File: src/rtl/maxpool_pkg.sv
// maxpool_pkg: shared defaults, signed max and clog2 helpers for the max-pooling stage.
package maxpool_pkg;
    localparam int DEF_DATA_W = 8;
    localparam int DEF_WIDTH = 8;
    localparam int DEF_HEIGHT = 8;
    localparam int DEF_POOL = 2;

    function automatic int clog2(input int v);
        int r;
        r = 1;
        while ((1 << r) < v) r++;
        return r;
    endfunction

    localparam int OUT_W = DEF_WIDTH / DEF_POOL;
    localparam int OUT_H = DEF_HEIGHT / DEF_POOL;
    localparam int COL_W = clog2(DEF_WIDTH);
    localparam int ROW_W = clog2(DEF_HEIGHT);

    // Operands are sign-extended to 32 bits, so any DATA_W up to 32 compares correctly.
    function automatic logic signed [31:0] smax(input logic signed [31:0] a, input logic signed [31:0] b);
        return a > b ? a : b;
    endfunction
endpackage

File: src/rtl/maxpool_if.sv
// maxpool_if: pixel stream in, pooled stream and frame-done pulse out.
interface maxpool_if import maxpool_pkg::*; #(parameter int DATA_W = DEF_DATA_W);
    logic valid_in;
    logic signed [DATA_W-1:0] data_in;
    logic valid_out;
    logic signed [DATA_W-1:0] data_out;
    logic done;
    modport master(output valid_in, data_in, input valid_out, data_out, done);
    modport slave(input valid_in, data_in, output valid_out, data_out, done);
endinterface

File: src/rtl/maxpool_row_buffer.sv
// maxpool_row_buffer: one partial vertical max per output column, shared read/write index.
module maxpool_row_buffer #(
    parameter int DEPTH = 4,
    parameter int DATA_W = 8,
    parameter int IDX_W = 2
) (
    input  logic                     clk,
    input  logic [IDX_W-1:0]         idx_i,
    input  logic                     wr_en_i,
    input  logic signed [DATA_W-1:0] wdata_i,
    output logic signed [DATA_W-1:0] rdata_o
);
    logic signed [DATA_W-1:0] mem_q [DEPTH];
    assign rdata_o = mem_q[idx_i];
    always_ff @(posedge clk)
        if (wr_en_i) mem_q[idx_i] <= wdata_i;
endmodule

File: src/rtl/maxpool_stream.sv
// maxpool_stream: streaming non-overlapping POOLxPOOL signed max-pool with frame-done pulse.
// Define RELU_EN to clamp pooled results at zero (fused ReLU).
module maxpool_stream import maxpool_pkg::*; #(
    parameter int DATA_W = DEF_DATA_W,
    parameter int WIDTH = DEF_WIDTH,
    parameter int HEIGHT = DEF_HEIGHT,
    parameter int POOL = DEF_POOL
) (
    input logic clk,
    input logic reset,
    maxpool_if.slave bus
);
    localparam int OW = WIDTH / POOL;
    localparam int OH = HEIGHT / POOL;
    localparam int CW = clog2(WIDTH);
    localparam int RW = clog2(HEIGHT);
    localparam int GW = clog2(OW);
    logic [CW-1:0] col_q, col_d;
    logic [RW-1:0] row_q, row_d;
    logic signed [DATA_W-1:0] hmax_q, hmax_d, data_out_q, data_out_d;
    logic signed [DATA_W-1:0] h, rd, wdata, pooled, out_val;
    logic valid_out_q, valid_out_d, done_q, done_d;
    logic wr_en, win, last_col, last_row;
    logic [31:0] c, r;
    logic [GW-1:0] g;

    maxpool_row_buffer #(.DEPTH(OW), .DATA_W(DATA_W), .IDX_W(GW)) u_rowbuf (
        .clk(clk), .idx_i(g), .wr_en_i(wr_en), .wdata_i(wdata), .rdata_o(rd)
    );

    always_comb begin
        c = 32'(col_q);
        r = 32'(row_q);
        last_col = c == WIDTH - 1;
        last_row = r == HEIGHT - 1;
        h = c % POOL == 0 ? bus.data_in : DATA_W'(smax(hmax_q, bus.data_in));
        g = c < OW * POOL ? GW'(c / POOL) : '0;
        // Trailing partial windows are counted by the counters but never touch the row buffer.
        wr_en = bus.valid_in && c % POOL == POOL - 1 && c < OW * POOL && r < OH * POOL;
        win = wr_en && r % POOL == POOL - 1;
        pooled = DATA_W'(smax(rd, h));
        wdata = r % POOL == 0 ? h : pooled;
`ifdef RELU_EN
        out_val = DATA_W'(smax(pooled, 0));
`else
        out_val = pooled;
`endif
        col_d = bus.valid_in ? (last_col ? '0 : col_q + 1'b1) : col_q;
        row_d = bus.valid_in && last_col ? (last_row ? '0 : row_q + 1'b1) : row_q;
        hmax_d = bus.valid_in ? h : hmax_q;
        valid_out_d = win;
        data_out_d = win ? out_val : data_out_q;
        done_d = bus.valid_in && last_col && last_row;
    end

    always_ff @(posedge clk) begin
        if (reset) begin
            col_q <= '0;
            row_q <= '0;
            hmax_q <= '0;
            valid_out_q <= 1'b0;
            data_out_q <= '0;
            done_q <= 1'b0;
        end else begin
            col_q <= col_d;
            row_q <= row_d;
            hmax_q <= hmax_d;
            valid_out_q <= valid_out_d;
            data_out_q <= data_out_d;
            done_q <= done_d;
        end
    end

    assign bus.valid_out = valid_out_q;
    assign bus.data_out = data_out_q;
    assign bus.done = done_q;
endmodule

File: src/flat_wrapper.sv
// flat-port wrapper written by rule: the top's interface ports become plain ports
module maxpool_stream_flat import maxpool_pkg::*;
#(
    parameter int DATA_W = DEF_DATA_W,
    parameter int WIDTH = DEF_WIDTH,
    parameter int HEIGHT = DEF_HEIGHT,
    parameter int POOL = DEF_POOL
)
  (clk, reset, bus_valid_in, bus_data_in, bus_valid_out, bus_data_out, bus_done);
  maxpool_if #(.DATA_W(DATA_W)) bus_i ();
  input logic clk;
  input logic reset;
  input wire logic [$bits(bus_i.valid_in)-1:0] bus_valid_in;
  input wire logic [$bits(bus_i.data_in)-1:0] bus_data_in;
  output wire logic [$bits(bus_i.valid_out)-1:0] bus_valid_out;
  output wire logic [$bits(bus_i.data_out)-1:0] bus_data_out;
  output wire logic [$bits(bus_i.done)-1:0] bus_done;
  assign bus_i.valid_in = bus_valid_in;
  assign bus_i.data_in = bus_data_in;
  assign bus_valid_out = bus_i.valid_out;
  assign bus_data_out = bus_i.data_out;
  assign bus_done = bus_i.done;
  maxpool_stream #(.DATA_W(DATA_W), .WIDTH(WIDTH), .HEIGHT(HEIGHT), .POOL(POOL)) u_core (.clk(clk), .reset(reset), .bus(bus_i));
endmodule
File: config.mk
export PLATFORM = sky130hd
export DESIGN_NAME = maxpool_stream_flat
export DESIGN_NICKNAME = d
export VERILOG_FILES = /design/src/rtl/maxpool_pkg.sv /design/src/rtl/maxpool_if.sv /design/src/rtl/maxpool_row_buffer.sv /design/src/rtl/maxpool_stream.sv /design/src/flat_wrapper.sv
export SDC_FILE = /design/constraint.sdc
export NUM_CORES = 1
export LEC_CHECK = 0
export CAP_MARGIN = 20
export CORE_ASPECT_RATIO = 0.9
export CORE_MARGIN = 2
export CORE_UTILIZATION = 40
export CTS_CLUSTER_SIZE = 20
export DETAILED_ROUTE_END_ITERATION = 10
export GPL_TIMING_DRIVEN = 0
export PLACE_DENSITY = 0.67
export SLEW_MARGIN = 0
export SYNTH_ARGS = -nofsm -noshare
export SYNTH_HDL_FRONTEND = slang
export SYNTH_HIERARCHICAL = 1
export SYNTH_SLANG_ARGS = --single-unit
File: constraint.sdc
create_clock -name clk -period 6.1 [get_ports clk]
set_input_delay 0.915 -clock clk [delete_from_list [all_inputs] [get_ports clk]]
set_output_delay 0.915 -clock clk [all_outputs]
set_load 0.01 [all_outputs]
==> out/qor.csv, run 1 <==
metric,value,unit
synthTopCellsByArea,"edfxtp_1 35%, dfxtp_1 17%, ha_1 9.0%, mux2i_1 6.5%, mux4_2 4.9%",
grt_overflow,0,
vias,1766,
synth_ff_type,edfxtp_1,
powerDensity,236.8,nW/um^2
cts_resized,0,
crit_path_end_kind,flop,
cts_tree,yes,
clk_pin_slew_worst_paths,90,ps
min_path_cells,2,
static-leakage-power,0.001272,uW
yosys_warnings,6,
finalCritPeriodShare,76.16,%
final.setup.tns,0,ps
synth_edf_count,32,
arrival,4720,ps
synth_cell_type_count,36,
start_util,41.67,%
syn_nets,255,
fin_worst_skew,5.887,ps
cts_sinks,56,
post-route-min-period,4645,ps
layout.nets,281,
row_count,28,
synth_area_per_cell,12.38,um^2
synth_seq_area_share,51.96,%
crit_fanout,10,
ir_drop,0.1153,mV
htreeDepth,2,
io_pins,21,
viasPerCell,5.179,
dpl.cell_count,333,
drive_gt1_share,9.960,%
die_w,91.78,um
total_power,754.9,uW
insertion_delay,300,ps
synth_async_sr_flop_share,0,%
core,6656,um^2
finalMaxSlewViolations,0,
ys_ff_latch,56,
fillers,613,
worstPathCellList,"clkdlybuf4s50_1, inv_1, ha_1, a21oi_1, o22ai_1, o31ai_4, buf_6, mux2i_1, inv_1, ha_1, nand3b_1, a21oi_1, a2bb2oi_1, nand2_1, mux2i_1",
area_delta_synth_final,14.93,%
grt_pass1_wl,8.811,mm
setup_viol,0,
die_y,83,um
r2r_cells,13,
cts_buffers,5,
critPathMaxStageDelay,520,ps
rsz0062_at_grt,no,
first_global_vias,1701,
final_cells,341,
fmax,215.3,MHz
antenna_found_initial,0,
tightest_slew,858.2,ps
port_buffers,19,
yosysTopAreaCell,edfxtp_1,
synth_top_area_share,34.64,%
outcome,"complete, no violations",
syn_area,2774,um^2
worstHoldPathType,reg -> reg,
drtIter0Drc,116,
drv_cap,0,
finalWirelength,5.479,mm
grt_max_degree,17,
post-cts-setup-buffer-count,0,
drc_errors,0,
dpl.hpwl,3.919,mm
fp.dieArea,7618,um^2
cp_slowest_cell,clkdlybuf4s50_1,
gp_congestion,0.7846,
finalHoldViolCount,0,
critical_path_class,in -> reg,
synth_cells,224,
first_pass_iters,4,
cts_buffer_depth,2,
ctsRootBufferMaster,clkbuf_8,
required,6170,ps
slew_headroom,42.54,%
ant_nets,0,
diodes,0,
grt_use_total,15.02,%
worst_setup_path_start_kind,input pin,
ctsHoldBuffers,0,
wl_per_cell,16.07,um
## area by class of cell
| type | count | area, um^2 | share of cell area (%) |
|---|---|---|---|
| flip-flops and latches | 56 | 1441 | 45.21 |
| multi-input cells | 139 | 1211 | 37.99 |
| plain buffers | 9 | 51.30 | 1.609 |
| inverters | 20 | 75.07 | 2.355 |
| clock inverters | 3 | 37.54 | 1.177 |
| well taps | 90 | 112.6 | 3.532 |
| clock buffers | 5 | 68.82 | 2.159 |
| repair buffers | 19 | 190.2 | 5.965 |
## cell usage after synthesis, types with 2 or more instances
library cell,n
mux2i_1,18
buf_2,2
ha_1,20
buf_6,2
clkbuf_1,4
and3b_2,2
o21ai_0,9
mux4_1,2
nor2_1,7
nand2_1,16
nand3_1,5
edfxtp_1,32
mux2i_2,2
inv_1,20
nor3b_1,2
a21oi_1,9
o221ai_1,8
nand2b_1,12
nand4b_1,7
mux4_2,6
dfxtp_1,24
## layer usage
| metal | wire, um | vias to the layer above | global-route usage (%) |
|---|---|---|---|
| met1 | 2743 | 855 | 21.63 |
| li1 | - | 882 | - |
| met3 | 198 | 2 | 3.448 |
| met5 | 0 | - | 0 |
| met4 | 40 | 0 | 4.071 |
| met2 | 2497 | 27 | 22.86 |
## cell families (layout without fill, tap and decap cells)
group / after synthesis / in the layout / share of synthesized area [%]
flops: 56 / 56 / 51.96
buf+inv: 29 / 56 / 4.555
compound gates: 32 / 32 / 8.029
simple gates: 59 / 59 / 12.18
mux: 28 / 28 / 14.25
fa+ha+maj: 20 / 20 / 9.021
## through the flow
step | hold slack [ps] | area [um^2] | setup slack (ps) | utilization [%]
floorplan | 440.0 | 2774 | 2315 | -
global placement | 448.8 | 3077 | 1177 | 46.22
detailed placement | 448.0 | 3082 | 1095 | 46.30
CTS | 472.5 | 3188 | 1422 | 47.89
global route | 489.5 | 3188 | 1204 | 47.89
finish | 467.6 | 3188 | 1455 | 47.89
## registers in the layout, summed over array words and instances (netlist names)
name / cells
u_core/bus.valid_out: 1
u_core/row_q: 3
u_core/hmax_q: 8
u_core/u_rowbuf/mem_q: 32
u_core/col_q: 3
u_core/bus.data_out: 8
u_core/bus.done: 1
## where the power goes
part	internal [uW]	switching, uW
Clock	120	113
Combinational	47.8	58.7
Sequential	410	5.67
## critical path: cells and delay by family
family | cells | cell delay [ps]
AOI/OAI and AO/OA | 5 | 1180
and+or+nand+nor | 2 | 500
buffers and inverters | 4 | 890
muxes | 2 | 750
adders and majority gates | 2 | 470
## worst paths after layout
path / from / end / slack, ps
max reg2reg: u_core/hmax_q[5]$_SDFFE_PP0P_ / u_core/u_rowbuf/mem_q[3][6]$_DFFE_PP_ / 2320
max: bus_data_in[5] / u_core/u_rowbuf/mem_q[3][6]$_DFFE_PP_ / 1450
min reg2reg: u_core/row_q[1]$_SDFFE_PP0P_ / u_core/row_q[1]$_SDFFE_PP0P_ / 470
min: u_core/row_q[1]$_SDFFE_PP0P_ / u_core/row_q[1]$_SDFFE_PP0P_ / 470
## layout by cell type, fill, tap and decap left out, types with 2 or more instances in the layout
cell type | synthesis | final
nand3_1 | 5 | 5
mux4_1 | 2 | 2
clkinv_1 | 0 | 2
inv_1 | 20 | 20
clkdlybuf4s50_1 | 0 | 19
clkbuf_8 | 0 | 5
o221ai_1 | 8 | 8
nor2_1 | 7 | 7
a21oi_1 | 9 | 9
mux4_2 | 6 | 6
nand4b_1 | 7 | 7
buf_6 | 2 | 2
nand2_1 | 16 | 16
dfxtp_1 | 24 | 24
ha_1 | 20 | 20
mux2i_1 | 18 | 18
o21ai_0 | 9 | 9
buf_2 | 2 | 2
mux2i_2 | 2 | 2
nand2b_1 | 12 | 12
and3b_2 | 2 | 2
clkbuf_1 | 4 | 4
edfxtp_1 | 32 | 32
(Power assumes the default switching activity.)
==> inputs of run 2 (changes only) <==
--- a/config.mk
+++ b/config.mk
@@ -12,7 +12,7 @@
 export CTS_CLUSTER_SIZE = 20
 export DETAILED_ROUTE_END_ITERATION = 10
 export GPL_TIMING_DRIVEN = 0
-export PLACE_DENSITY = 0.67
+export PLACE_DENSITY = 0.69
 export SLEW_MARGIN = 0
 export SYNTH_ARGS = -nofsm -noshare
 export SYNTH_HDL_FRONTEND = slang
==> constraint.sdc (replaced) <==
create_clock -name clk -period 4 [get_ports clk]
set_input_delay 0.6 -clock clk [delete_from_list [all_inputs] [get_ports clk]]
set_output_delay 0.6 -clock clk [all_outputs]
set_load 0.01 [all_outputs]
==> run 2 against run 1 <==
  * Clock power increased by 36%
  * Core utilization increased by 4.6 points
  * Largest cell class unchanged
  * Largest power group unchanged
  * Critical path type unchanged
  * Global-route usage increased by 0.47 points
  * Sequential power increased by 53%
  * Non-clock buffer count increased by 10
==> out/qor.csv, run 2 (synthesis results as in run 1) <==
metric,value,unit,change
ir_drop,0.1725,mV,was 0.1153 mV
worstPathCellList,"clkdlybuf4s50_1, inv_1, ha_1, nand3_1, o311a_1, o31ai_4, buf_6, mux2i_4, ha_1, nand3_1, o21ai_0, a2bb2oi_2, nand2_4, buf_12, mux2i_4",,"was clkdlybuf4s50_1, inv_1, ha_1, a21oi_1, o22ai_1, o31ai_4, buf_6, mux2i_1, inv_1, ha_1, nand3b_1, a21oi_1, a2bb2oi_1, nand2_1, mux2i_1"
viasPerCell,5.393,,was 5.179
worst_setup_path_start_kind,input pin,,unchanged
crit_fanout,4,,was 10
start_util,41.67,%,unchanged
finalCritPeriodShare,96.30,%,
largest-register,u_core/u_rowbuf/mem_q,,unchanged
port_buffers,19,,unchanged
utilization,52.54,%,was 47.89%
finalHoldViolCount,0,,unchanged
final_common_cell,edfxtp_1,,unchanged
layout.nets,291,,was 281
worstHoldPathType,reg -> reg,,unchanged
cts_tree,yes,,unchanged
die_w,91.78,um,unchanged
drtIter0Drc,138,,was 116
powerDensity,334.0,nW/um^2,was 236.8 nW/um^2
drv_cap,0,,unchanged
fmax,259.6,MHz,
first_global_vias,1742,,"was 1,701"
static-leakage-power,0.001317,uW,was 0.001272 uW
critical_path_class,in -> reg,,unchanged
multi_input_area,1424,um^2,was 1211 um^2
clk_pin_slew_worst_paths,90,ps,about the same
drc_errors,0,,unchanged
post-route-min-period,3852,ps,
first_pass_iters,4,,unchanged
fp.dieArea,7618,um^2,unchanged
io_pins,21,,unchanged
dpl.hpwl,3.982,mm,was 3.919 mm
grt_overflow,0,,unchanged
dpl.cell_count,333,,unchanged
final_cell_area,3497,um^2,was 3188 um^2
total_power,1168,uW,was 754.9 uW
fillers,572,,was 613
grt_pass1_wl,9.066,mm,was 8.811 mm
final_cell_mix,"32 x edfxtp_1, 24 x dfxtp_1, 20 x inv_1, 20 x ha_1",,"was 32 x edfxtp_1, 24 x dfxtp_1, 20 x inv_1, 20 x ha_1, 19 x clkdlybuf4s50_1"
cts_buffer_depth,2,,unchanged
cts_sinks,56,,unchanged
area_delta_synth_final,26.07,%,was 14.93%
tightest_slew,866.6,ps,was 858.2 ps
register_area,1441,um^2,unchanged
grtUsageMet1,21.99,%,was 21.63%
use_met3,4.628,%,was 3.448%
outcome,"complete, no violations",,unchanged
rsz0062_at_grt,no,,unchanged
crit_family,buffers and inverters,,was compound AO/OA/AOI/OAI gates
ctsHoldBuffers,0,,unchanged
ctsRootBufferMaster,clkbuf_8,,unchanged
finalWirelength,5.802,mm,was 5.479 mm
gp_congestion,0.7436,,was 0.7846
grt_max_degree,16,,was 17
finalMaxSlewViolations,0,,unchanged
grt_use_total,15.49,%,was 15.02%
fin_worst_skew,11.18,ps,was 5.887 ps
largest_register_ffs,32,,unchanged
grt_busiest_layer,met2,,unchanged
dpl_cell_area,3082,um^2,unchanged
row_count,28,,unchanged
cp_slowest_cell,clkdlybuf4s50_1,,unchanged
gr-usage-met2,23.60,%,was 22.86%
slew_headroom,41.97,%,was 42.54%
vias,1893,,"was 1,766"
rrSetupSlack,650,ps,was 2320 ps
crit_path_end_kind,flop,,unchanged
arrival,3900,ps,was 4720 ps
setup_viol,0,,unchanged
critPathMaxStageDelay,560,ps,was 520 ps
htreeDepth,2,,unchanged
drive_gt1_share,20.69,%,was 9.960%
required,4040,ps,was 6170 ps
path_buf_inv,4,,unchanged
antenna_found_initial,0,,unchanged
holdWs,465.5,ps,was 467.6 ps
final_cells,351,,was 341
insertion_delay,310,ps,was 300 ps
ant_nets,0,,unchanged
diodes,0,,unchanged
wl_per_cell,16.53,um,was 16.07 um
die_y,83,um,unchanged
core,6656,um^2,unchanged
cts_buffers,5,,unchanged
## run 2: changes by cell type in the layout (fill, tap and decap cells not counted), moves of 2 or more
cell and delta:
mux2i_2 -2, clkdlybuf4s50_1 -3, dlymetal6s2s_1 +3, mux2i_4 +16, buf_12 +2, clkbuf_1 +2
mux2i_1 -14, buf_4 +7, clkinv_1 -2
## run 2: metal layers
layer  wire (um)  vias up
li1            -      915
met3         338        2
met1        2689      929
met5           0        -
met2        2754       47
met4          19        0
## run 2: cell type report
type	count	share of cell area, %
Buffer	8	1.360
Sequential cell	56	41.22
Clock buffer	8	2.576
Multi-Input combinational cell	139	40.72
Tap cell	90	3.220
Timing Repair Buffer	30	8.766
Inverter	20	2.147
## run 2: what timing repair did
item | 4_1_cts | 5_1_grt
setup buffers | 2 | 8
cloned | 0 | 1
pin swaps | 1 | 3
gates resized for setup | 4 | 35
setup endpoints to repair | 40 | 40
## run 2: through the flow
stage | setup TNS, ps | setup WS, ps
finish | 0 | 147.9
global route | 0 | 2.743
CTS | -156.0 | -18.52
detailed placement | -25640 | -686.7
global placement | -23600 | -632.1
floorplan | 0 | 530.1
## run 2: worst min-delay path, stage by stage, from the launching register on
cell	delay (ps)
dfxtp_1	320
nand2_1	50
a21oi_1	50
## run 2: worst paths after layout
kind / start / to / cells after the start
hold reg to reg: u_core/row_q[1]$_SDFFE_PP0P_ / u_core/row_q[1]$_SDFFE_PP0P_ / 2
setup / recovery: bus_data_in[7] / u_core/u_rowbuf/mem_q[2][6]$_DFFE_PP_ / 15
hold / removal: u_core/row_q[1]$_SDFFE_PP0P_ / u_core/row_q[1]$_SDFFE_PP0P_ / 2
setup reg to reg: u_core/hmax_q[6]$_SDFFE_PP0P_ / u_core/u_rowbuf/mem_q[2][6]$_DFFE_PP_ / 13
## run 2: power breakdown
group	leakage [uW]	switching (uW)	internal, uW
clock network	0.0000455	174	142
registers	0.000485	11.5	626
logic	0.000786	110	105
==> inputs of run 3 (changes only) <==
--- a/config.mk
+++ b/config.mk
@@ -12,6 +12,7 @@
 export CTS_CLUSTER_SIZE = 20
 export DETAILED_ROUTE_END_ITERATION = 10
 export GPL_TIMING_DRIVEN = 0
+export MAX_ROUTING_LAYER = met4
 export PLACE_DENSITY = 0.69
 export SLEW_MARGIN = 0
 export SYNTH_ARGS = -nofsm -noshare
==> run 3 against run 2 <==
  * Design area unchanged
  * Die area stayed put
  * Setup slack improved by 2.8 ps
  * Sequential power hardly changed
  * Combinational power is essentially flat
  * Critical path depth unchanged
  * Via count decreased by 0.90%
  * Non-clock buffer count stayed put
  * Clock power about the same
==> out/qor.csv, run 3 (synthesis results as in run 1) <==
metric,value,unit,change
rsz0062_at_grt,no,,unchanged
ant_nets,0,,unchanged
cts_sinks,56,,unchanged
finalMaxSlewViolations,0,,unchanged
required,4040,ps,about the same
worst_setup_path_start_kind,input pin,,unchanged
area_delta_synth_final,26.07,%,unchanged
drc_errors,0,,unchanged
place_ws,-686.7,ps,unchanged
drtIter0Drc,148,,was 138
fp.dieArea,7618,um^2,unchanged
powerDensity,333.2,nW/um^2,was 334.0 nW/um^2
vias,1876,,"was 1,893"
wl_per_cell,16.63,um,was 16.53 um
grt_overflow,0,,unchanged
setup_viol,0,,unchanged
antenna_found_initial,0,,unchanged
insertion_delay,310,ps,about the same
post-route-min-period,3849,ps,was 3852 ps
finalWirelength,5.836,mm,was 5.802 mm
static-leakage-power,0.001317,uW,unchanged
finalHoldViolCount,0,,unchanged
largest-register,u_core/u_rowbuf/mem_q,,unchanged
dpl.cell_count,333,,unchanged
critical_path_class,in -> reg,,unchanged
arrival,3890,ps,was 3900 ps
htreeDepth,2,,unchanged
grt_max_degree,16,,unchanged
clk_pin_slew_worst_paths,90,ps,about the same
slew_headroom,41.80,%,was 41.97%
cts_buffer_depth,2,,unchanged
gp_congestion,0.7530,,was 0.7436
grt_use_total,15.96,%,was 15.49%
io_pins,21,,unchanged
fin_ws,150.7,ps,was 147.9 ps
grt_pass1_wl,9.066,mm,unchanged
diodes,0,,unchanged
layout.nets,291,,unchanged
final_cell_mix,"32 x edfxtp_1, 24 x dfxtp_1, 20 x inv_1, 20 x ha_1",,unchanged
start_util,41.67,%,unchanged
fmax,259.8,MHz,was 259.6 MHz
drv_cap,0,,unchanged
cts_buffers,5,,unchanged
final_common_cell,edfxtp_1,,unchanged
die_w,91.78,um,unchanged
outcome,"complete, no violations",,unchanged
drive_gt1_share,20.69,%,unchanged
fin_worst_skew,9.224,ps,was 11.18 ps
cts_tree,yes,,unchanged
dpl.hpwl,3.982,mm,unchanged
crit_path_end_kind,flop,,unchanged
viasPerCell,5.345,,was 5.393
port_buffers,19,,unchanged
ir_drop,0.1714,mV,was 0.1725 mV
core,6656,um^2,unchanged
final_cells,351,,unchanged
worstHoldPathType,reg -> reg,,unchanged
crit_fanout,4,,unchanged
row_count,28,,unchanged
first_pass_iters,4,,unchanged
first_global_vias,1741,,"was 1,742"
ctsRootBufferMaster,clkbuf_8,,unchanged
ctsHoldBuffers,0,,unchanged
tightest_slew,869.2,ps,was 866.6 ps
die_y,83,um,unchanged
finalCritPeriodShare,96.23,%,was 96.30%
largest_register_ffs,32,,unchanged
## run 3: metal layers
layer | wire, um | vias up | GRT usage [%]
met1 | 2750 | 922 | 22.22
met4 | 19 | 0 | 3.256
li1 | - | 915 | -
met2 | 2773 | 37 | 23.53
met5 | 0 | - | -
met3 | 292 | 2 | 4.446
## run 3: metrics by stage
step           hold slack [ps]  TNS [ps]  area, um^2  utilization, %  power (uW)
6_report                 465.3         0        3497           52.54        1165
5_1_grt                  492.7         0        3497           52.54        1222
4_1_cts                  469.6    -156.0        3197           48.03        1130
3_5_place_dp             455.9    -25640        3082           46.30       810.1
3_3_place_gp             449.3    -23600        3077           46.22       806.7
2_1_floorplan            440.0         0        2774               -       762.0
## run 3: critical path, cell delays in order
cell and delay (ps):
clkdlybuf4s50_1 550, inv_1 70, ha_1 280, nand3_1 110
o311a_1 410, o31ai_4 90, buf_6 210, mux2i_4 310
ha_1 300, nand3_1 130, o21ai_0 120, a2bb2oi_2 230
nand2_4 110, buf_12 160, mux2i_4 190
## run 3: power breakdown
part / internal, uW / total [uW] / switching (uW)
Sequential: 626 / 637 / 11.4
Combinational: 105 / 215 / 110
Clock: 142 / 313 / 171
Total: 872 / 1170 / 293
## run 3: repair_timing
item                                    4_1_cts  5_1_grt
gates resized for setup                       4       35
setup buffers                                 2        8
endpoints found under the setup margin       40       40
pin swaps                                     1        3
gates cloned                                  0        1
## run 3: layout make-up
class	instances	area [um^2]
Sequential cell	56	1441
Tap cell	90	112.6
Multi-Input combinational cell	139	1424
Timing Repair Buffer	30	306.5
Inverter	20	75.07
Buffer	8	47.55
Clock buffer	8	90.09
Fill cell	572	3159
## run 3: path summary, 6_finish.rpt
| kind | startpoint | endpoint | cells after the start | slack [ps] |
|---|---|---|---|---|
| worst max-delay path | bus_data_in[4] | u_core/u_rowbuf/mem_q[2][6]$_DFFE_PP_ | 15 | 150 |
| worst min-delay path | u_core/row_q[1]$_SDFFE_PP0P_ | u_core/row_q[1]$_SDFFE_PP0P_ | 2 | 470 |
| worst max register to register | u_core/hmax_q[6]$_SDFFE_PP0P_ | u_core/u_rowbuf/mem_q[2][6]$_DFFE_PP_ | 13 | 650 |
| worst min register to register | u_core/row_q[1]$_SDFFE_PP0P_ | u_core/row_q[1]$_SDFFE_PP0P_ | 2 | 470 |
==> edit 1, RTL diff (settings of run 1) <==
`DEF_POOL`: 2 -> 1.
--- a/src/rtl/maxpool_pkg.sv
+++ b/src/rtl/maxpool_pkg.sv
@@ -5,3 +5,3 @@
     localparam int DEF_HEIGHT = 8;
-    localparam int DEF_POOL = 2;
+    localparam int DEF_POOL = 1;
 
Behaviour: not the same (a bounded check fails within 4 cycles, from zero or initial values and one cycle with reset high).
==> edit 1 against run 1 <==
  * First-iteration DRC count is 84% higher
  * Final area is 30% higher
  * Die area is 28% higher
  * Sequential cell count is 24 higher
  * Total power is 55% higher
  * Synthesized area is 29% higher
  * Routed wire length is 27% higher
  * Non-clock buffer count is 4 higher
  * Setup slack better by 1.4 ns
==> edit 1: results (changes against run 1) <==
INFO  metric timing.critical_path.slowest_stage_cell = sky130_fd_sc_hd__mux4_2
INFO  metric r2r-start = u_core/col_q[0]
INFO  metric filler_cells_inserted = 781 (+27%)
INFO  metric maxClockFrequency = 0.3084 GHz (+43%)
INFO  metric synth_edf_count = 64 (+100%)
INFO  metric wl_per_cell = 17.31 µm (+7.8%)
INFO  metric synth_area_leaders = sky130_fd_sc_hd__edfxtp_1, sky130_fd_sc_hd__dfxtp_1, sky130_fd_sc_hd__mux4_2
INFO  metric yosys-top-cells-count = sky130_fd_sc_hd__edfxtp_1, sky130_fd_sc_hd__nor2_1, sky130_fd_sc_hd__dfxtp_1
INFO  metric share_of_post_route_cells_with_drive_strength_above_1 = 0.1596 (+0.05997)
INFO  metric grt_first_pass_wirelength = 11.05 mm (+25%)
INFO  metric status = complete, no violations
INFO  metric mappedNetlistNets = 268 (+5.1%)
INFO  metric drt_first_iter_violations = 213 (+84%)
INFO  metric routabilityCongestion = 0.8066 (+2.8%)
INFO  metric total_leakage_power = 1.428 nW (+12%)
INFO  metric final_layout_net_count = 300 (+6.8%)
INFO  metric placed_cells_incl_taps = 385 (+16%)
INFO  metric worst-slew-pin-transition = 0.9409 ns (+0.08277 ns)
INFO  metric post-cts-setup-buffers = 0 (unchanged)
INFO  metric pre_cts_ws = 2.690 ns (+1.595 ns)
INFO  metric grt_start_max_net_pins = 15 (-2)
INFO  metric finalWirelength = 6.943 mm (+27%)
INFO  metric detailed_place_hpwl = 4.864 mm (+24%)
INFO  metric first_global_vias = 2,105 (+24%)
INFO  metric vias = 2,159 (+22%)
INFO  metric routedLengthMet1 = 3.293 mm (+20%)
INFO  metric clock-skew-final = 0.01032 ns (+0.004432 ns)
INFO  metric tritoncts.num_buffers = 9 (+4)
INFO  metric post_synth_cell_types = 40 (+11%)
INFO  metric critPathMaxStageDelay = 0.49 ns (-0.03 ns)
INFO  metric reg2reg_slack = 2.86 ns (+0.54 ns)
INFO  metric largest_register_ffs = 64 (+100%)
INFO  metric irDropWorstVdd = 160.3 µV (+39%)
INFO  metric drtPass1Iterations = 4 (unchanged)
INFO  metric htreeDepth = 3 (+1)
INFO  metric grt_util_all_layers = 0.1524 (+0.002182)
INFO  metric port_buffers = 20 (+1)
INFO  metric clk-insertion-delay-late = 0.35 ns (+0.05 ns)
INFO  metric synth.avg_cell_area = 14.65 µm² (+18%)
edit 1: cell types whose count changed after synthesis, sizes merged, moves of 9 or more:
cell,before,now
nand2b,12,2
mux2,0,9
edfxtp,32,64
nor2,7,30
inv,20,10
nor3,1,11
mux2i,20,5
edit 1: logic make-up after synthesis:
| group | count (synthesis) | synth area share |
|---|---|---|
| AOI/OAI and AO/OA | 42 | 0.09066 |
| and+or+nand+nor | 64 | 0.08263 |
| adders and majority gates | 12 | 0.04184 |
| muxes | 26 | 0.1280 |
| DFF | 80 | 0.6248 |
| buffers and inverters | 21 | 0.03208 |
edit 1: final timing paths:
path	endpoint	cells after the start
worst max-delay path	u_core/bus.data_out[0]	11
worst min-delay path	u_core/row_q[1]	2
worst max register to register	u_core/bus.data_out[0]	11
worst min register to register	u_core/row_q[1]	2
edit 1: power by group:
part           total [mW]  internal, mW  switching [mW]
Sequential          0.614         0.607         0.00677
Combinational       0.175        0.0802          0.0951
Clock               0.381         0.189           0.193
edit 1: cell type report:
type / instances / area share
clock inverter: 7 / 0.01662
timing repair buffer: 21 / 0.04956
tap: 119 / 0.03596
clock buffer: 9 / 0.02992
buffer: 11 / 0.01874
inverter: 10 / 0.009066
sequential: 80 / 0.5416
multi-input combinational: 144 / 0.2986
edit 1: stage by stage:
stage	instance area [µm²]	hold slack, ns	util	power [mW]
4_1_cts	4140	0.4670	0.4787	1.183
3_5_place_dp	3948	0.4553	0.4565	0.8024
2_1_floorplan	3588	0.4400	-	0.7424
3_3_place_gp	3938	0.4475	0.4553	0.7979
5_1_grt	4140	0.5008	0.4787	1.219
6_report	4140	0.4621	0.4787	1.171
edit 1: layer usage:
layer,vias to the layer above,track usage
li1,1027,-
met1,1062,0.1995
met2,56,0.2390
met3,14,0.04785
met4,0,0.05856
met5,-,0
==> edit 2, RTL diff (config.mk and constraints of run 1) <==
Without the edit above. Take the reset off `data_out_q` and load it in a clocked block of its own.
--- a/src/rtl/maxpool_stream.sv
+++ b/src/rtl/maxpool_stream.sv
@@ -61,3 +61,2 @@
             valid_out_q <= 1'b0;
-            data_out_q <= '0;
             done_q <= 1'b0;
@@ -68,5 +67,8 @@
             valid_out_q <= valid_out_d;
-            data_out_q <= data_out_d;
             done_q <= done_d;
         end
+    end
+
+    always_ff @(posedge clk) begin
+        data_out_q <= data_out_d;
     end
Formal check against the unedited RTL: no difference found for any inputs over 10 cycles, from zero or initial values and one cycle with reset high; that may be too few to reach the edited logic, so the function may still have changed.
==> edit 2 against run 1 <==
  * Clock power is 14% lower
  * Largest cell class unchanged
  * Count of clock-buffer cells in the layout increased by 1
  * First-iteration DRC count up 34%
  * Synthesized area up 4.6%
  * Setup slack lost 0.55 ns
  * Sequential cell count unchanged
  * Combinational power increased by 25%
  * Cell count rose by 5.6%
  * Critical path type unchanged
  * Sequential share of layout area rose by 0.97 points
  * Final area rose by 3.3%
  * Total power rose by 0.82%
  * Routed wire length increased by 8.5%
==> edit 2: results (changes against run 1) <==
INFO  metric status = complete, no violations
INFO  metric worst-slew-pin-transition = 0.6649 ns (-0.1932 ns)
INFO  metric met2_length = 2.672 mm (+7.0%)
INFO  metric total_leakage_power = 1.208 nW (-5.0%)
INFO  metric drt_first_iter_violations = 156 (+34%)
INFO  metric synth-seq-area-share = 0.5244 (+0.004743)
INFO  metric routabilityCongestion = 0.8125 (+3.6%)
INFO  metric crit_path_arrival_time = 5.27 ns (+0.55 ns)
INFO  metric power_sequential = 0.427 mW (+3%)
INFO  metric detailed_place_hpwl = 4.421 mm (+13%)
INFO  metric global_route.usage.met2 = 0.2331 (+0.004507)
INFO  metric clock-skew-final = 0.004285 ns (-0.001602 ns)
INFO  metric placed_cells_incl_taps = 352 (+5.7%)
INFO  metric dr_wl_met3 = 315 µm (+59%)
INFO  metric placed_cell_area = 0.003206 mm² (+4.0%)
INFO  metric timing.final.ws_setup = 0.9037 ns (-0.5508 ns)
INFO  metric hold_slack = 0.4701 ns (+0.002455 ns)
INFO  metric grt_util_all_layers = 0.1592 (+0.008987)
INFO  metric use_met3 = 0.03591 (+0.001424)
INFO  metric post_synth_cell_types = 42 (+17%)
INFO  metric yosys-top-cells-count = sky130_fd_sc_hd__edfxtp_1, sky130_fd_sc_hd__nand2_1, sky130_fd_sc_hd__ha_1
INFO  metric synth_edf_count = 40 (+25%)
INFO  metric r2r-start = u_core/hmax_q[7]
INFO  metric final_layout_net_count = 297 (+5.7%)
INFO  metric worstSetupEndpoint = u_core/u_rowbuf/mem_q[3][5]
INFO  metric irDropWorstVdd = 171.4 µV (+49%)
## edit 2: cell count changes in the layout (fill, tap and decap cells not counted), sizes merged, moves of 5 or more
cell    delta
a31oi     +17
mux2i     -11
nand2b    -11
nor3       +9
dfxtp      -8
edfxtp     +8
o221ai     -8
and2       +7
inv        -7
nand3      +7
nand4b     -7
nor2       +6
nand2      +5
## edit 2: worst reg2reg max path, stage by stage (launching register included)
cell                        delay, ns
sky130_fd_sc_hd__dfxtp_1         0.35
sky130_fd_sc_hd__ha_1            0.36
sky130_fd_sc_hd__nand4_2         0.15
sky130_fd_sc_hd__a211o_1         0.34
sky130_fd_sc_hd__a21oi_1         0.52
sky130_fd_sc_hd__o21ai_0         0.30
sky130_fd_sc_hd__and2_1          0.24
sky130_fd_sc_hd__ha_1            0.31
sky130_fd_sc_hd__or3b_1          0.38
sky130_fd_sc_hd__a211o_1         0.33
sky130_fd_sc_hd__o2111ai_4       0.32
sky130_fd_sc_hd__buf_6           0.20
sky130_fd_sc_hd__nor2_1          0.05
sky130_fd_sc_hd__a31oi_1         0.32
## edit 2: kinds of logic (layout without fill, tap and decap cells)
kind of cell	Yosys count	count (layout)	share of synthesized area
AOI/OAI and AO/OA	47	47	0.1160
DFF	56	56	0.5244
adders and majority gates	20	20	0.08624
and+or+nand+nor	79	79	0.1397
buffers and inverters	21	48	0.03795
muxes	17	17	0.09573
## edit 2: area by class of cell
type / count / area (µm²)
well taps: 93 / 116.4
flip-flops and latches: 56 / 1521
fillers: 648 / 3745
repair buffers: 19 / 187.7
clock buffers: 6 / 72.57
plain buffers: 8 / 61.31
inverters: 13 / 48.80
clock inverters: 2 / 16.27
multi-input cells: 163 / 1270
